**config.mk**
```make
export PLATFORM = sky130hd
export DESIGN_NAME = shot_controller
export DESIGN_NICKNAME = d
export VERILOG_FILES = /design/src/rtl/shot_controller.sv
export SDC_FILE = /design/constraint.sdc
export NUM_CORES = 1
export LEC_CHECK = 0
export ABC_CLOCK_PERIOD_IN_PS = 3300
export CORE_MARGIN = 1
export CORE_UTILIZATION = 56
export DETAILED_ROUTE_END_ITERATION = 7
export PLACE_DENSITY_LB_ADDON = 0.2
export REMOVE_ABC_BUFFERS = 1
export SLEW_MARGIN = 20
export SYNTH_ARGS = -nofsm -noshare
export SYNTH_HDL_FRONTEND = slang
export SYNTH_SLANG_ARGS = --single-unit
```
**constraint.sdc**
```tcl
create_clock -name Clk -period 3.3 [get_ports Clk]
set_input_delay 0.825 -clock Clk [delete_from_list [all_inputs] [get_ports Clk]]
set_output_delay 0.825 -clock Clk [all_outputs]
set_load 0.01 [all_outputs]
```
**src/rtl/shot_controller.sv**
```systemverilog
// ============================================================================
// Module: shot_controller
// ----------------------------------------------------------------------------
// Purpose:
//   Sequences the player's trigger for each duck round. The raw trigger is
//   edge-detected into a single pending shot. That shot fires on the next
//   frame tick while the game FSM is in its FLY state. The shot then runs a
//   registered hit test against the duck sprite centre. The block also
//   counts the shots remaining for the current duck and times the
//   post-shot screen flash.
//
// Ports:
//   Clk            in   1   system clock
//   Reset          in   1   asynchronous, active-high reset
//   frame_clk      in   1   frame strobe; its rising edge is the frame tick
//   shot           in   1   raw trigger level, synchronous to Clk
//   round_start    in   1   one-cycle pulse: new duck, reload shots
//   state          in   3   game-FSM state code
//   cursor_x/_y    in   10  cursor position in pixels
//   duck_x/_y      in   10  duck sprite top-left in pixels
//   shot_fired     out  1   one-cycle pulse per shot consumed
//   bird_shot      out  1   one-cycle pulse on a hit
//   flash          out  1   high during the post-shot flash interval
//   shots_left     out  2   shots remaining for this duck
//   no_shots_left  out  1   high while the duck can no longer be shot
// ============================================================================
module shot_controller #(
    parameter int         SHOTS_PER_DUCK = 3,
    parameter logic [9:0] DUCK_OFFSET    = 10'd32,
    parameter int         HIT_HALF       = 32,
    parameter int         FLASH_FRAMES   = 2,
    parameter logic [2:0] FLY_STATE      = 3'b010
) (
    input  logic       Clk,
    input  logic       Reset,
    input  logic       frame_clk,
    input  logic       shot,
    input  logic       round_start,
    input  logic [2:0] state,
    input  logic [9:0] cursor_x,
    input  logic [9:0] cursor_y,
    input  logic [9:0] duck_x,
    input  logic [9:0] duck_y,
    output logic       shot_fired,
    output logic       bird_shot,
    output logic       flash,
    output logic [1:0] shots_left,
    output logic       no_shots_left
);

    localparam logic [1:0]         LP_SHOTS      = 2'(SHOTS_PER_DUCK);
    localparam logic [7:0]         LP_FLASH_LAST = 8'(FLASH_FRAMES - 1);
    localparam logic signed [11:0] LP_HALF_POS   = 12'(HIT_HALF);
    localparam logic signed [11:0] LP_HALF_NEG   = 12'(-HIT_HALF);

    typedef enum logic [2:0] {
        S_IDLE,
        S_ARMED,
        S_EVAL,
        S_FLASH,
        S_EMPTY
    } fsm_t;

    fsm_t r_fsm;

    logic       r_shot_q;
    logic       r_fc_q;
    logic       r_pend;
    logic       r_hit;
    logic [1:0] r_shots_left;
    logic       r_shot_fired;
    logic       r_bird_shot;
    logic       r_flash;
    logic       r_no_shots_left;
    logic [7:0] r_flash_cnt;
    logic [9:0] r_cursor_x;
    logic [9:0] r_cursor_y;
    logic [9:0] r_duck_x;
    logic [9:0] r_duck_y;

    logic               w_shot_edge;
    logic               w_tick;
    logic               w_in_fly;
    logic               w_fire;
    logic [11:0]        w_duck_cx;
    logic [11:0]        w_duck_cy;
    logic signed [11:0] w_rx;
    logic signed [11:0] w_ry;
    logic               w_hit;

    assign w_shot_edge = shot & ~r_shot_q;
    assign w_tick      = frame_clk & ~r_fc_q;
    assign w_in_fly    = (state == FLY_STATE);

    // A shot is consumed only when everything lines up on a frame tick.
    // round_start wins over a simultaneous fire so the reload is clean.
    assign w_fire = (r_fsm == S_ARMED) && w_tick && r_pend && w_in_fly &&
                    (r_shots_left != 2'd0) && !round_start;

    // Operands are zero-extended to 12 bits so the signed difference
    // cannot wrap for any 10-bit screen coordinate.
    assign w_duck_cx = {2'b00, r_duck_x} + {2'b00, DUCK_OFFSET};
    assign w_duck_cy = {2'b00, r_duck_y} + {2'b00, DUCK_OFFSET};
    assign w_rx      = $signed(w_duck_cx - {2'b00, r_cursor_x});
    assign w_ry      = $signed(w_duck_cy - {2'b00, r_cursor_y});
    assign w_hit     = (w_rx >= LP_HALF_NEG) && (w_rx <= LP_HALF_POS) &&
                       (w_ry >= LP_HALF_NEG) && (w_ry <= LP_HALF_POS);

    // Delayed copies of the trigger and the frame strobe. These feed the
    // rising-edge detectors.
    always_ff @(posedge Clk or posedge Reset) begin
        if (Reset) begin
            r_shot_q <= 1'b0;
            r_fc_q   <= 1'b0;
        end else begin
            r_shot_q <= shot;
            r_fc_q   <= frame_clk;
        end
    end

    // A single pending shot. Clearing has priority over setting, so an
    // edge outside FLY never survives. A second edge while pending is
    // simply absorbed.
    always_ff @(posedge Clk or posedge Reset) begin
        if (Reset) begin
            r_pend <= 1'b0;
        end else if (round_start || !w_in_fly || w_fire) begin
            r_pend <= 1'b0;
        end else if (w_shot_edge) begin
            r_pend <= 1'b1;
        end
    end

    // Round sequencer with registered pulse and level outputs.
    always_ff @(posedge Clk or posedge Reset) begin
        if (Reset) begin
            r_fsm           <= S_IDLE;
            r_hit           <= 1'b0;
            r_shots_left    <= 2'd0;
            r_shot_fired    <= 1'b0;
            r_bird_shot     <= 1'b0;
            r_flash         <= 1'b0;
            r_no_shots_left <= 1'b0;
            r_flash_cnt     <= 8'd0;
            r_cursor_x      <= 10'd0;
            r_cursor_y      <= 10'd0;
            r_duck_x        <= 10'd0;
            r_duck_y        <= 10'd0;
        end else begin
            r_shot_fired <= 1'b0;
            r_bird_shot  <= 1'b0;
            if (round_start) begin
                r_fsm           <= S_ARMED;
                r_shots_left    <= LP_SHOTS;
                r_flash         <= 1'b0;
                r_no_shots_left <= 1'b0;
                r_flash_cnt     <= 8'd0;
            end else begin
                case (r_fsm)
                    S_IDLE: begin
                    end
                    S_ARMED: begin
                        if (w_fire) begin
                            r_cursor_x   <= cursor_x;
                            r_cursor_y   <= cursor_y;
                            r_duck_x     <= duck_x;
                            r_duck_y     <= duck_y;
                            r_shots_left <= r_shots_left - 2'd1;
                            r_shot_fired <= 1'b1;
                            r_fsm        <= S_EVAL;
                        end
                    end
                    S_EVAL: begin
                        r_hit       <= w_hit;
                        r_bird_shot <= w_hit;
                        r_flash     <= 1'b1;
                        r_flash_cnt <= 8'd0;
                        r_fsm       <= S_FLASH;
                    end
                    S_FLASH: begin
                        if (w_tick) begin
                            if (r_flash_cnt == LP_FLASH_LAST) begin
                                r_flash <= 1'b0;
                                if (r_hit) begin
                                    r_fsm <= S_IDLE;
                                end else if (r_shots_left == 2'd0) begin
                                    r_fsm           <= S_EMPTY;
                                    r_no_shots_left <= 1'b1;
                                end else begin
                                    r_fsm <= S_ARMED;
                                end
                            end else begin
                                r_flash_cnt <= r_flash_cnt + 8'd1;
                            end
                        end
                    end
                    S_EMPTY: begin
                    end
                    default: begin
                        r_fsm <= S_IDLE;
                    end
                endcase
            end
        end
    end

    assign shot_fired    = r_shot_fired;
    assign bird_shot     = r_bird_shot;
    assign flash         = r_flash;
    assign shots_left    = r_shots_left;
    assign no_shots_left = r_no_shots_left;

endmodule

```
==> flow_metrics.tcl <==
set metrics [dict create \
    outcome "complete, no violations" \
    synth_top_family_by_area "simple AND/OR/NAND/NOR gates" \
    ys_types 59 \
    rsz0062_at_grt "false" \
    cp-start-kind "flip-flop" \
    fp.dieW_um 86.11 \
    synthFlopType "dfrtp_1" \
    holdWs_ns 0.5127 \
    antenna_found_initial 0 \
    final_cell_mix "61 x dfrtp_1, 53 x clkdlybuf4s50_1, 44 x inv_1" \
    cp.required_ns 3.55 \
    comb_power_share_pct 7.4 \
    min_path_type "reg -> reg" \
    nFillCells 562 \
    synth.cell_area_mm2 0.003961 \
    seqCellArea_mm2 0.001526 \
    portBuffers 53 \
    max_freq_mhz 327.3 \
    pre_cts_ws_ns 0.2727 \
    area_growth_pct 21.98 \
    slew_viol_final 0 \
    synth_area_per_cell_um2 9.592 \
    wl_met3_um 316 \
    synth-seq-area-share_pct 38.53 \
    clock_latency_ns 0.35 \
    synth_compound_area_share_pct 14.91 \
    fin_ws_ns 0.2447 \
    vias 3191 \
    grt_pass1_wl_mm 13.31 \
    die-area_mm2 0.007414 \
    cts_buffer_depth 2 \
    p_int_uw 1232 \
    grt_pass1_vias 3084 \
    gp_congestion 0.8986 \
    core_mm2 0.006832 \
    synth_edf_count 0 \
    peakVddDrop_v 0.0002362 \
    htree_levels 3 \
    cts_setup_buffers 0 \
    diodes 0 \
    io_pins 54 \
    multi_input_area_mm2 0.002222 \
    top_layer "met4" \
    synth_xor_area_share_pct 2.653 \
    track_usage_pct 23.17 \
    setup_viol 0 \
    drc_errors 0 \
    seq_power_share_pct 47.8 \
    crit_path_end_kind "flip-flop" \
    slew_headroom_pct 48.50 \
    yosysWarnings 0 \
    hold_viol 0 \
    drive_gt1_share_pct 12.11 \
    antenna_left 0 \
    final_common_cell "dfrtp_1" \
    start_util_pct 57.99 \
    cts_root_buf "clkbuf_8" \
    final.setup.tns_ns 0 \
    cts_tree "done" \
    dieHeight_um 86.11 \
    syn_inst 413 \
    wl_per_cell_um 13.89 \
    synthMuxAreaShare_pct 6.696 \
    p_leak_uw 0.002320 \
    final_cells 575 \
    power.switching_uw 351.5 \
    fin_total_pwr_uw 1584 \
    maxCapViolCount 0 \
    synth_simple_gate_area_share_pct 16.87 \
    crit_path_max_fanout 3 \
    fin_crit_sh_pct 92.59 \
    tightest_slew_ns 0.7725 \
    drt_pass1_iterations 4 \
    cts_resized 0 \
    skew_ns 0.006062 \
    met1_length_mm 3.513 \
    ys_ff_latch 61 \
    fin_nets 567 \
    timing.final.crit_period_ns 3.055 \
    cts.sinks 61 \
    clkPwrFrac_pct 44.8 \
    cts_buffers 9 \
    synth_fa_ha_area_share_pct 14.97 \
    critPathKind "reg -> reg" \
    holdBufCountCts 0 \
    synthArstFlopShare_pct 100.0 \
    gr-total-overflow 0 \
    grt_max_degree 62 \
    place_hpwl_mm 5.832 \
    cp.arrival_ns 3.31 \
    clk_pin_slew_ns 0.07 \
    drtIter0Drc 150 \
    wl_mm 7.987 \
    p_sw_share_pct 22.20 \
    avgViaCountPerCell 5.550 \
    power_density_mw_per_mm2 327.8 \
    rows 30 \
    met2_wirelength_mm 4.058 \
    dpl.cell_count 559 \
]
-- cell type report --
type | count | area share [%]
Sequential cell | 61 | 31.59
Timing Repair Buffer | 60 | 12.07
Multi-Input combinational cell | 297 | 45.99
Clock inverter | 3 | 0.8804
Inverter | 45 | 3.496
Clock buffer | 13 | 3.496
Tap cell | 96 | 2.486
-- power by group through the flow --
stage | Clock (uW) | Sequential (uW) | Combinational, uW
floorplan | 0 | 770 | 44.6
global placement | 0 | 771 | 116
detailed placement | 0 | 771 | 118
CTS | 724 | 757 | 119
global route | 762 | 757 | 130
finish | 710 | 757 | 117
-- worst max-delay path, stage by stage (launching register included) --
cell and delay (ns):
dfrtp_1 0.39, ha_1 0.28, ha_1 0.20, inv_1 0.06, fa_1 0.42, nand2b_1 0.21, a21oi_1 0.25, o21ai_0 0.22
mux2i_1 0.22, nand4_1 0.13, or3_1 0.38, a21oi_1 0.20
-- layer usage --
metal	GRT usage, %	vias to the layer above
met1	27.39	1541
met5	0	-
met3	6.160	12
li1	-	1575
met4	8.485	0
met2	40.40	63
-- worst paths after layout --
check	endpoint	cells after the start	start	slack, ns
setup / recovery	bird_shot	11	r_duck_x[1]	0.24
hold / removal	r_duck_y[3]	1	r_duck_y[3]	0.51
setup reg to reg	bird_shot	11	r_duck_x[1]	0.24
hold reg to reg	r_duck_y[3]	1	r_duck_y[3]	0.51
max in group asynchronous	r_duck_y[6]	3	Reset	1.75
min in group asynchronous	r_flash_cnt[2]	3	Reset	1.04
-- logic make-up after synthesis --
family                   after synthesis
AO/OA/AOI/OAI                         93
XOR/XNOR                              12
adder cells (fa/ha/maj)               45
buffers and inverters                 55
flip-flops                            61
multiplexers                          24
AND/OR/NAND/NOR                      123
-- synthesized netlist by cell type, drive strengths merged (2+ instances only) --
master    n  area [um2]
or4b      3       37.54
mux2     20       225.2
and3      3       18.77
a2111oi   2       17.52
o2111ai   3       32.53
nor3b     4       30.03
o21a      2       15.01
nand3     6       35.03
a21oi    16       87.59
o21ai    43       215.2
o211a     2       20.02
dfrtp    61        1526
inv      45       168.9
a211oi    3       27.52
nor3      8       40.04
clkbuf    5       18.77
nor2     27       103.9
nand4b    2       17.52
or3b      2       17.52
xnor2     9       78.83
a31oi     3       18.77
nand3b    2       15.01
mux2i     4       40.04
buf       5       25.02
fa        4       80.08
nand4     5       31.28
a21boi    2       15.01
xor2      3       26.28
o31ai     4       30.03
o22ai     2       12.51
a21o      2       15.01
nand2b    9       56.30
nand2    35       131.4
nor2b     6       37.54
ha       41       513.0
or2       4       25.02
-- metrics by stage --
stage	cell area (um2)	utilization [%]
after floorplan	3918	-
after global placement	4621	67.64
after detailed placement	4621	67.64
after CTS	4832	70.73
after global routing	4832	70.73
final	4832	70.73
-- flip-flops by register name, summed over array words and instances (netlist names), 2 cells and up --
| name | count |
|---|---|
| r_cursor_x | 10 |
| r_duck_y | 10 |
| r_fsm | 3 |
| shots_left | 2 |
| r_duck_x | 10 |
| r_flash_cnt | 8 |
| r_cursor_y | 10 |
No activity file was read; power rests on OpenSTA's default activity.
